==> src/rtl/mem_fill_arbiter.sv <==
// Arbitrates the single-ported main memory between the I-cache and D-cache fill FSMs.
// Sequences 8-word block reads or single write-through stores, steering returned words to the owner.
module mem_fill_arbiter #(
   parameter int WORDS = 8
) (
   input  logic        clk,
   input  logic        rst_n,
   input  logic        i_req,
   input  logic [15:0] i_addr,
   input  logic        d_req,
   input  logic        d_wr,
   input  logic [15:0] d_addr,
   input  logic [15:0] d_wdata,
   output logic        i_grant,
   output logic        d_grant,
   output logic [15:0] fill_data,
   output logic [2:0]  fill_word,
   output logic        i_fill_valid,
   output logic        d_fill_valid,
   output logic        i_done,
   output logic        d_done,
   output logic        d_wr_ack,
   output logic        mem_en,
   output logic        mem_wr,
   output logic [15:0] mem_addr,
   output logic [15:0] mem_wdata,
   input  logic [15:0] mem_data_in,
   input  logic        mem_data_valid
);

   typedef enum logic [2:0] {
      IDLE,
      FILL_ISSUE,
      FILL_DRAIN,
      FILL_DONE,
      STORE
   } state_t;

   typedef enum logic {
      OWN_I,
      OWN_D
   } owner_t;

   localparam logic [2:0] LAST_WORD = 3'(WORDS - 1);

   state_t      state_q, state_d;
   owner_t      owner_q, owner_d;
   owner_t      last_owner_q, last_owner_d;
   logic [15:0] base_q, base_d;
   logic [2:0]  icnt_q, icnt_d;
   logic [2:0]  rcnt_q, rcnt_d;

   logic win_i, win_d, fill_active, ret;

   always_ff @(posedge clk or negedge rst_n) begin
      if (!rst_n) begin
         state_q      <= IDLE;
         owner_q      <= OWN_I;
         last_owner_q <= OWN_I;
         base_q       <= '0;
         icnt_q       <= '0;
         rcnt_q       <= '0;
      end else begin
         state_q      <= state_d;
         owner_q      <= owner_d;
         last_owner_q <= last_owner_d;
         base_q       <= base_d;
         icnt_q       <= icnt_d;
         rcnt_q       <= rcnt_d;
      end
   end

   // On a tie the requester that did not own memory last time wins.
   assign win_d = d_req && (!i_req || (last_owner_q == OWN_I));
   assign win_i = i_req && (!d_req || (last_owner_q == OWN_D));

   // Returns only count while a fill is in flight; stale returns in IDLE/STORE are dropped.
   assign fill_active = (state_q == FILL_ISSUE) || (state_q == FILL_DRAIN);
   assign ret         = fill_active && mem_data_valid;

   always_comb begin
      state_d      = state_q;
      owner_d      = owner_q;
      last_owner_d = last_owner_q;
      base_d       = base_q;
      icnt_d       = icnt_q;
      rcnt_d       = rcnt_q;

      case (state_q)
         IDLE: begin
            if (win_d) begin
               owner_d      = OWN_D;
               last_owner_d = OWN_D;
               base_d       = d_addr & 16'hFFF0;
               if (d_wr) begin
                  state_d = STORE;
               end else begin
                  state_d = FILL_ISSUE;
                  icnt_d  = '0;
                  rcnt_d  = '0;
               end
            end else if (win_i) begin
               owner_d      = OWN_I;
               last_owner_d = OWN_I;
               base_d       = i_addr & 16'hFFF0;
               state_d      = FILL_ISSUE;
               icnt_d       = '0;
               rcnt_d       = '0;
            end
         end
         FILL_ISSUE: begin
            icnt_d = icnt_q + 3'd1;
            if (icnt_q == LAST_WORD) begin
               state_d = FILL_DRAIN;
            end
         end
         FILL_DRAIN: begin
            state_d = FILL_DRAIN;
         end
         FILL_DONE: begin
            state_d = IDLE;
         end
         STORE: begin
            state_d = IDLE;
         end
         default: begin
            state_d = IDLE;
         end
      endcase

      if (ret) begin
         rcnt_d = rcnt_q + 3'd1;
         if (rcnt_q == LAST_WORD) begin
            state_d = FILL_DONE;
         end
      end
   end

   always_comb begin
      i_grant      = (state_q != IDLE) && (owner_q == OWN_I);
      d_grant      = (state_q != IDLE) && (owner_q == OWN_D);
      mem_en       = (state_q == FILL_ISSUE) || (state_q == STORE);
      mem_wr       = (state_q == STORE);
      d_wr_ack     = (state_q == STORE);
      i_done       = (state_q == FILL_DONE) && (owner_q == OWN_I);
      d_done       = (state_q == FILL_DONE) && (owner_q == OWN_D);
      i_fill_valid = ret && (owner_q == OWN_I);
      d_fill_valid = ret && (owner_q == OWN_D);
      fill_data    = ret ? mem_data_in : 16'h0000;
      fill_word    = ret ? rcnt_q : 3'd0;
      mem_addr     = 16'h0000;
      mem_wdata    = 16'h0000;
      if (state_q == FILL_ISSUE) begin
         mem_addr = base_q | {12'h000, icnt_q, 1'b0};
      end else if (state_q == STORE) begin
         mem_addr  = d_addr;
         mem_wdata = d_wdata;
      end
   end

endmodule

==> config.mk <==
export PLATFORM = sky130hd
export DESIGN_NAME = mem_fill_arbiter
export DESIGN_NICKNAME = d
export VERILOG_FILES = /design/src/rtl/mem_fill_arbiter.sv
export SDC_FILE = /design/constraint.sdc
export NUM_CORES = 1
export LEC_CHECK = 0
export BUFFER_PORTS_ARGS = -buffer_cell sky130_fd_sc_hd__buf_2
export CAP_MARGIN = 25
export CORE_AREA = 2 2 66 68
export DETAILED_ROUTE_END_ITERATION = 6
export DIE_AREA = 0 0 68 70
export PLACE_DENSITY = 0.83
export SLEW_MARGIN = 20
export SYNTH_ARGS = -nofsm -noshare
export SYNTH_HDL_FRONTEND = slang
export SYNTH_SLANG_ARGS = --single-unit
==> constraint.sdc <==
create_clock -name clk -period 3.7 [get_ports clk]
set_input_delay 0.185 -clock clk [delete_from_list [all_inputs] [get_ports clk]]
set_output_delay 0.185 -clock clk [all_outputs]
set_load 0.02 [all_outputs]
# --- Word-level counts from Yosys, hierarchy flattened ---
# Index checks and enable logic that the tools add are counted.
op_classes:
  addsub: 2
  n_mul: 0
  n_div: 0
  order_cmp: 0
  eq_ne: 9
  shift: 0
  n_mux: 23
  bitwise_logic: 2
  n_reduce_logical: 24
ops:
  columns: ["cell", "n"]
  rows:
  - ["$mux 16", 7]
  - ["$mux 3", 12]
  - ["$or 16x4->16", 1]
  - ["$eq 3x3->1 const B", 3]
  - ["$logic_and 1x1->1", 9]
  - ["$pmux 3 s3", 1]
  - ["$add 3x1->3 const B", 2]
  - ["$eq 3x2->1 const B", 2]
  - ["$ne 3x3->1 const B", 2]
  - ["$pmux 3 s2", 1]
  - ["$reduce_and 3->1", 2]
  - ["$reduce_bool 2->1", 3]
  - ["$reduce_bool 3->1", 2]
  - ["$logic_or 1x1->1", 4]
  - ["$eq 3x1->1 const B", 1]
  - ["$logic_not 3->1", 1]
  - ["$ne 3x2->1 const B", 1]
  - ["$logic_not 1->1", 2]
  - ["$mux 1", 2]
  - ["$reduce_and 2->1", 1]
  - ["$not 1->1", 1]
totals:
  reg_bits: 26
  latchBits: 0
  ramBits: 0
  mem_bits_ro: 0
  input_bits: 70
  output_inout_bits: 60
  elab_cells: 65
  n_memories: 0

# --- Longest topological paths before layout ---
# Gate-level depths: netlist of the first run.
depth:
  ltp_word: 8
  ltp_mapped: 6
  ltp_nobuf: 5

# --- Least setup slack after synthesis of the first run ---
# No wires, ideal clock.
synth_path:
  kind: "register -> output"
  startpoint: "register state_q[0]"
  endpoint: "output port mem_addr[0]"
  arrival_ns: 1.478
  t_required_ns: 3.515
  setup_slack_ns: 2.037
  stages_incl_launch_ff: 5
  n_path_buf: 2
  cell_sequence: "dfrtp_1 > buf_6 > nor3b_2 > clkbuf_1 > and2_1"
synth_via:
  elab_chain_len: 3
  word_cells_on_any_way: 4
  classes_between: "eq/ne: 2; mux: 2"
synth_rtl:
  columns: ["element", "line_no", "source"]
  rows:
  - ["start: declaration", "46", "state_t state_q, state_d;"]
  - ["start signal: assignment", "64", "state_q <= state_d;"]
  - ["$eq 3x3->1", null, null]
  - ["net d_wr_ack", "22", "output logic d_wr_ack,"]
  - ["$mux 16", "155", "end else if (state_q == STORE) begin"]
  - ["$mux 16", "153", "if (state_q == FILL_ISSUE) begin"]
  - ["end: declaration", "25", "output logic [15:0] mem_addr,"]
# The timed path passes the listed nets, and every way through them passes these cells.

# --- Worst setup path in the final report of the first run ---
layout_path:
  startpoint: "register state_q[2]"
  endpoint: "output port mem_addr[6]"
layout_via:
  elab_chain_len: 3
  word_cells_on_any_way: 4
  classes_between: "eq/ne: 2; mux: 2"
layout_rtl:
  columns: ["element", "line_no"]
  rows:
  - ["$eq 3x3->1", "155"]
  - ["$mux 16", "155"]
  - ["$mux 16 (*)", "153"]
# Mark *: on every way between the ends. The rest lies on a longest branch, timed or not.

==> impl_metrics.tcl, run 1 <==
set metrics [dict create \
    dpl.hpwl_mm 3.07 \
    cts_buffer_depth 2 \
    synth-seq-cells 22 \
    path_max_fanout 19 \
    p_sw_w 0.000745 \
    cts_tree "built" \
    io_buffers 125 \
    dr.max_layer_used "met4" \
    synth_top_area_cell "dfrtp_1" \
    fin_nets 351 \
    synthToLayoutAreaGrowth_pct 41.4 \
    htreeDepth 1 \
    antenna_found_initial 0 \
    rsz0062_at_grt "false" \
    clock_latency_ns 0.26 \
    syn_area_per_cell_sq_um 10.6 \
    vias 1621 \
    synth_cell_types 36 \
    place_area_sq_um 2300 \
    finalCritPeriodShare_pct 58.8 \
    remaining_drc_errors 0 \
    synth_fp_nets 232 \
    async_flop_share_pct 100 \
    synth_compound_area_share_pct 16.1 \
    route.met3.wl_microns 372 \
    p_comb_share_pct 62.8 \
    place_congestion 0.711 \
    synthAdderAreaFrac_pct 2.99 \
    pwr_density_cell_nw_per_um2 721 \
    fin_cells 328 \
    tns_ns 0 \
    start_kind "flop" \
    netlist_top_cells_count "38 x and2_1, 22 x dfrtp_1, 15 x a22o_1" \
    dp.cells 323 \
    worstPathArrival_ns 1.99 \
    fp.dieW_microns 68 \
    p_int_w 0.000963 \
    outcome "finished, final reports clean" \
    dieArea_sq_um 4760 \
    hold_path_class "in2reg" \
    numCtsBuffers 3 \
    clkTransAtPathRegs_ns 0.08 \
    grt_use_total_pct 16.0 \
    p_seq_share_pct 27.4 \
    wl_met2_mm 1.89 \
    worst_pin_slew_ns 0.852 \
    fp-row-count 24 \
    finalMaxSlewViolations 0 \
    wl_met1_mm 1.67 \
    power.leakage_nw 1.29 \
    synth_top_area_share_pct 32.9 \
    root_buffer "clkbuf_8" \
    synth.mux.area_fraction_pct 18.4 \
    required_ns 3.51 \
    yosysMostFrequentCell "and2_1" \
    clkPwrFrac_pct 9.8 \
    diodes 0 \
    setup_viol 0 \
    grt_pass1_vias 1407 \
    dr.first_iter.drc_count 39 \
    overflow 0 \
    drive_above_1_share_pct 59.8 \
    synth-main-ff-cell "dfrtp_1" \
    wl_mm 3.95 \
    finClkSkew_ns 0.00677 \
    grt_pass1_wl_mm 6.08 \
    maxCapViolations 0 \
    end_kind "primary output" \
    relSlewSlack_pct 42.8 \
    initial_core_util_pct 40.4 \
    final-hold-violation-count 0 \
    syn-cell-area_sq_um 1670 \
    fmax_ghz 0.460 \
    synth-seq-area-share_pct 32.9 \
    swShare_pct 43.6 \
    synth_cells 158 \
    irDropWorstVdd_uv 334 \
    synth_top_family_by_area "simple AND/OR/NAND/NOR gates" \
    yosys.area_share.simple_pct 22.4 \
    synthTopCellsByArea "dfrtp_1 33%, and2_1 14%, mux2_2 9.4%" \
    yosys_warnings 0 \
    core_area_sq_um 4140 \
    fin_crit_ns 2.18 \
    num_io_pins 130 \
    crit_type "reg2out" \
    wire_per_inst_microns 12.1 \
    numClockSinks 22 \
    final_area_sq_um 2370 \
    dr.pass1.iters 4 \
    drtAntennaViolNets 0 \
    grt_max_degree 24 \
    fp.dieH_microns 70 \
    cts_resized 0 \
    routed_via_density 4.94 \
    synth_edf_count 0 \
    synth_xor_area_share_pct 0.972 \
]
## worst paths after layout
check                                         start                        to  slack (ns)  cells after the start
min in group asynchronous                     rst_n  last_owner_q$_DFFE_PN0P_        0.43                      2
setup reg to reg           last_owner_q$_DFFE_PN0P_    base_q[13]$_DFFE_PN0P_        1.71                      3
setup / recovery               state_q[2]$_DFF_PN0_               mem_addr[6]        1.52                      4
max in group asynchronous                     rst_n     base_q[7]$_DFFE_PN0P_        2.93                      2
hold reg to reg               base_q[9]$_DFFE_PN0P_     base_q[9]$_DFFE_PN0P_        0.51                      1
hold / removal                                i_req  last_owner_q$_DFFE_PN0P_        0.17                      2
## through the flow
step,power [W],hold WS [ns],util [%],worst slack (ns)
floorplan,0.00128,-0.111,-,2.04
global route,0.00183,0.168,57.1,1.34
finish,0.00171,0.168,57.1,1.52
CTS,0.00172,0.161,57.1,1.51
global placement,0.00153,0.178,55.2,1.60
detailed placement,0.00155,0.185,55.6,1.76
## final cells by class
class	instances	area, sq um
fill	376	1780
multi-input combinational	120	1030
timing repair buffer	128	658
sequential	22	551
tap	52	65.1
clock buffer	4	55.1
inverter	2	7.51
## registers in the layout, indices dropped and copies added (netlist names)
name / count
base_q: 12
icnt_q: 3
last_owner_q: 1
rcnt_q: 3
state_q: 3
## worst max-delay path, stage by stage (launching register included)
cell and delay (ns):
dfrtp_1 0.58, nor3b_4 0.61, buf_8 0.24, a22o_1 0.14, buf_2 0.16
## timing repair
| item | in CTS | in global routing |
|---|---|---|
| hold buffers | 1 | 0 |
| buffers inserted | 0 | 0 |
| endpoints found under the hold margin | 22 | 0 |
## layer usage
layer	track usage, %	vias to the layer above
li1	-	800
met1	20.7	726
met2	28.0	93
met3	1.77	2
met4	3.56	0
met5	0	-
## power groups by stage
stage	Clock, W	Sequential (W)	Combinational [W]
after floorplan	0	0.000407	0.000872
after global placement	0	0.000465	0.00106
after detailed placement	0	0.000467	0.00108
after CTS	0.000174	0.000466	0.00108
after global routing	0.000185	0.000486	0.00116
final	0.000168	0.000467	0.00107
## cell usage in the layout, fill, tap and decap left out, types with 2 or more instances in the layout
cell       instances
mux2_4            10
buf_2            125
a21oi_1            3
nor2_1             3
o2bb2ai_1          2
and2_1            38
nor3_1             5
clkbuf_8           4
a221o_1            3
o21ai_0            3
a31oi_1            2
a22o_1            15
mux2_2            14
nand2b_1           2
inv_1              2
dfrtp_1           22
o31a_1             2
ha_1               4
## kinds of logic after synthesis
logic type / after synthesis
AND/OR/NAND/NOR: 58
AO/OA/AOI/OAI: 33
multiplexers: 24
flip-flops: 22
buffers and inverters: 16
adder cells (fa/ha/maj): 4
XOR/XNOR: 1
(Power assumes the default switching activity.)
==> run 2, diff against run 1 <==
--- a/config.mk
+++ b/config.mk
@@ -5,12 +5,13 @@
 export SDC_FILE = /design/constraint.sdc
 export NUM_CORES = 1
 export LEC_CHECK = 0
+export ABC_AREA = 1
 export BUFFER_PORTS_ARGS = -buffer_cell sky130_fd_sc_hd__buf_2
 export CAP_MARGIN = 25
-export CORE_AREA = 2 2 66 68
+export CORE_AREA = 2 2 69 71
 export DETAILED_ROUTE_END_ITERATION = 6
-export DIE_AREA = 0 0 68 70
-export PLACE_DENSITY = 0.83
+export DIE_AREA = 0 0 71 73
+export PLACE_DENSITY = 0.78
 export SLEW_MARGIN = 20
 export SYNTH_ARGS = -nofsm -noshare
 export SYNTH_HDL_FRONTEND = slang
==> constraint.sdc (replaced) <==
create_clock -name clk -period 2.1 [get_ports clk]
set_input_delay 0.105 -clock clk [delete_from_list [all_inputs] [get_ports clk]]
set_output_delay 0.105 -clock clk [all_outputs]
set_load 0.02 [all_outputs]
==> impl_metrics.tcl, run 2 <==
set metrics [dict create \
    outcome "finished, final reports clean" \
    grt_pass1_vias 1658 \
    synth-main-ff-cell "dfrtp_1" \
    layout_commonest_cell "buf_2" \
    place_congestion 0.825 \
    p_seq_share_pct 24.4 \
    reg2reg_from "state_q[2]$_DFF_PN0_" \
    synthTopCellsByArea "dfrtp_1 31%, inv_1 15%, nand2_1 9.6%" \
    regArea_sq_um 551 \
    fillerInstances 445 \
    p_total_w 0.00294 \
    io_buffers 125 \
    grt_max_degree 28 \
    cts_tree "built" \
    dpl.hpwl_mm 3.41 \
    rsz0062_at_grt "false" \
    holdPathEnd "base_q[13]$_DFFE_PN0P_" \
    grt_pass1_wl_mm 7.11 \
    initial_core_util_pct 38.8 \
    post_cts_buffers 0 \
    synthToLayoutAreaGrowth_pct 38.5 \
    diodes 0 \
    pwr_density_cell_nw_per_um2 1210 \
    core_area_sq_um 4540 \
    final_area_sq_um 2440 \
    netlist_top_cells_count "69 x inv_1, 45 x nand2_1, 37 x nor2_1" \
    regMostFlops "base_q" \
    largest_reg_flops 12 \
    syn-cell-area_sq_um 1760 \
    routed_via_density 4.47 \
    tns_ns 0 \
    fp.dieW_microns 71 \
    cts_resized 0 \
    final-hold-violation-count 0 \
    synth_top_area_cell "dfrtp_1" \
    end_kind "primary output" \
    clkPwrFrac_pct 13.4 \
    p_comb_share_pct 62.2 \
    start_kind "flop" \
    dr.pass1.iters 4 \
    drtAntennaViolNets 0 \
    hold_path_class "in2reg" \
    fin_crit_ns 1.80 \
    min_path_cells 5 \
    worstPathArrival_ns 1.70 \
    async_flop_share_pct 100 \
    wl_mm 4.40 \
    synth_edf_count 0 \
    dr.first_iter.drc_count 61 \
    hp-start "i_addr[13]" \
    cts_buffer_depth 2 \
    irDropWorstVdd_uv 638 \
    p_int_w 0.00148 \
    drive_above_1_share_pct 42.7 \
    fmax_ghz 0.555 \
    clkTransAtPathRegs_ns 0.08 \
    final_cell_mix "125 x buf_2, 69 x inv_1, 45 x nand2_1" \
    ctsHoldBuffers 1 \
    synth_cell_types 23 \
    multi_input_area_sq_um 826 \
    antenna_found_initial 0 \
    numClockSinks 22 \
    syn_area_per_cell_sq_um 6.79 \
    setup_viol 0 \
    numCtsBuffers 3 \
    finClkSkew_ns 0.00282 \
    root_buffer "clkbuf_8" \
    vias 1934 \
    maxCapViolations 0 \
    relSlewSlack_pct 66.9 \
    synth-seq-cells 22 \
    r2r_cells 7 \
    power.leakage_nw 1.63 \
    grt_use_total_pct 16.7 \
    crit_type "reg2out" \
    num_io_pins 130 \
    synth-seq-area-share_pct 31.3 \
    finalCritPeriodShare_pct 85.9 \
    yosys_warnings 0 \
    synth_top_area_share_pct 31.3 \
    clock_latency_ns 0.26 \
    fp-row-count 25 \
    fp.dieH_microns 73 \
    place_area_sq_um 2360 \
    swShare_pct 49.6 \
    worst_pin_slew_ns 0.497 \
    remaining_drc_errors 0 \
    overflow 0 \
    reg2reg_slack_ns 0.64 \
    reg2reg_to "state_q[0]$_DFF_PN0_" \
    required_ns 2.00 \
    yosysMostFrequentCell "inv_1" \
    path_max_fanout 25 \
    synth_cells 259 \
    htreeDepth 1 \
    synth_fp_nets 333 \
    finalMaxSlewViolations 0 \
    fin_nets 454 \
    wire_per_inst_microns 10.2 \
    p_sw_w 0.00146 \
    dieArea_sq_um 5180 \
]
run 2: cell types whose count changed in the layout (fill, tap and decap cells not counted), moves of 5 or more:
cell | previous run | this run
o22ai_1 | 0 | 12
nand3_1 | 1 | 10
mux2_2 | 14 | 0
o21ai_1 | 0 | 8
a22o_1 | 15 | 2
inv_1 | 2 | 69
mux2_4 | 10 | 0
and2_1 | 38 | 0
nand2_1 | 0 | 45
o21ai_2 | 0 | 11
nor3_1 | 5 | 0
nor2_1 | 3 | 37
run 2: power groups by stage:
stage	Clock (W)	Sequential [W]	Combinational, W
after floorplan	0	0.000700	0.00144
after global placement	0	0.000716	0.00179
after detailed placement	0	0.000726	0.00183
after CTS	0.000412	0.000717	0.00185
after global routing	0.000424	0.000741	0.00203
final	0.000394	0.000718	0.00183
run 2: cell families after synthesis:
family	Yosys count	share of synthesized area (%)
AND/OR/NAND/NOR	109	29.1
flip-flops	22	31.3
adder cells (fa/ha/maj)	4	2.85
AO/OA/AOI/OAI	40	15.0
buffers and inverters	84	21.8
run 2: metal layers:
metal | share of wire [%] | global-route usage (%) | vias to the layer above
li1 | - | - | 1005
met1 | 43 | 19.8 | 844
met2 | 49 | 30.6 | 78
met3 | 6.8 | 2.49 | 7
met4 | 1.4 | 5.87 | 0
met5 | 0 | 0 | -
run 2: final cells by class:
class	instances	area share, %
inverter	73	11.4
timing repair buffer	127	26.4
sequential	22	22.6
tap	54	2.77
multi-input combinational	153	33.9
clock inverter	1	1.23
clock buffer	3	1.69
run 2: how the worst max path moves through the flow:
stage                               startpoint  cells past startpoint      endpoint  slack (ns)
after floorplan           state_q[2]$_DFF_PN0_                      6  fill_data[0]        0.77
after global placement    state_q[2]$_DFF_PN0_                      6  fill_word[2]        0.62
after detailed placement  state_q[2]$_DFF_PN0_                      6  fill_data[6]        0.58
after CTS                 state_q[2]$_DFF_PN0_                      6  fill_data[6]        0.27
after global routing      state_q[2]$_DFF_PN0_                      6  i_fill_valid        0.11
final                     state_q[2]$_DFF_PN0_                      6  i_fill_valid        0.30
run 2: worst max-delay path: stages (launching register included):
cell and delay [ns]:
dfrtp_1 0.43, inv_1 0.14, nand3_4 0.22, nand2_2 0.16, nand2_4 0.17, nor2_1 0.14, buf_2 0.17
run 2: per-stage QoR:
stage	hold WS, ns	std cells	utilization, %	setup slack, ns
2_1_floorplan	-0.191	259	-	0.768
3_3_place_gp	0.0932	428	51.9	0.620
3_5_place_dp	0.101	428	51.9	0.575
4_1_cts	0.142	433	53.7	0.269
5_1_grt	0.157	433	53.7	0.106
6_report	0.149	433	53.7	0.297
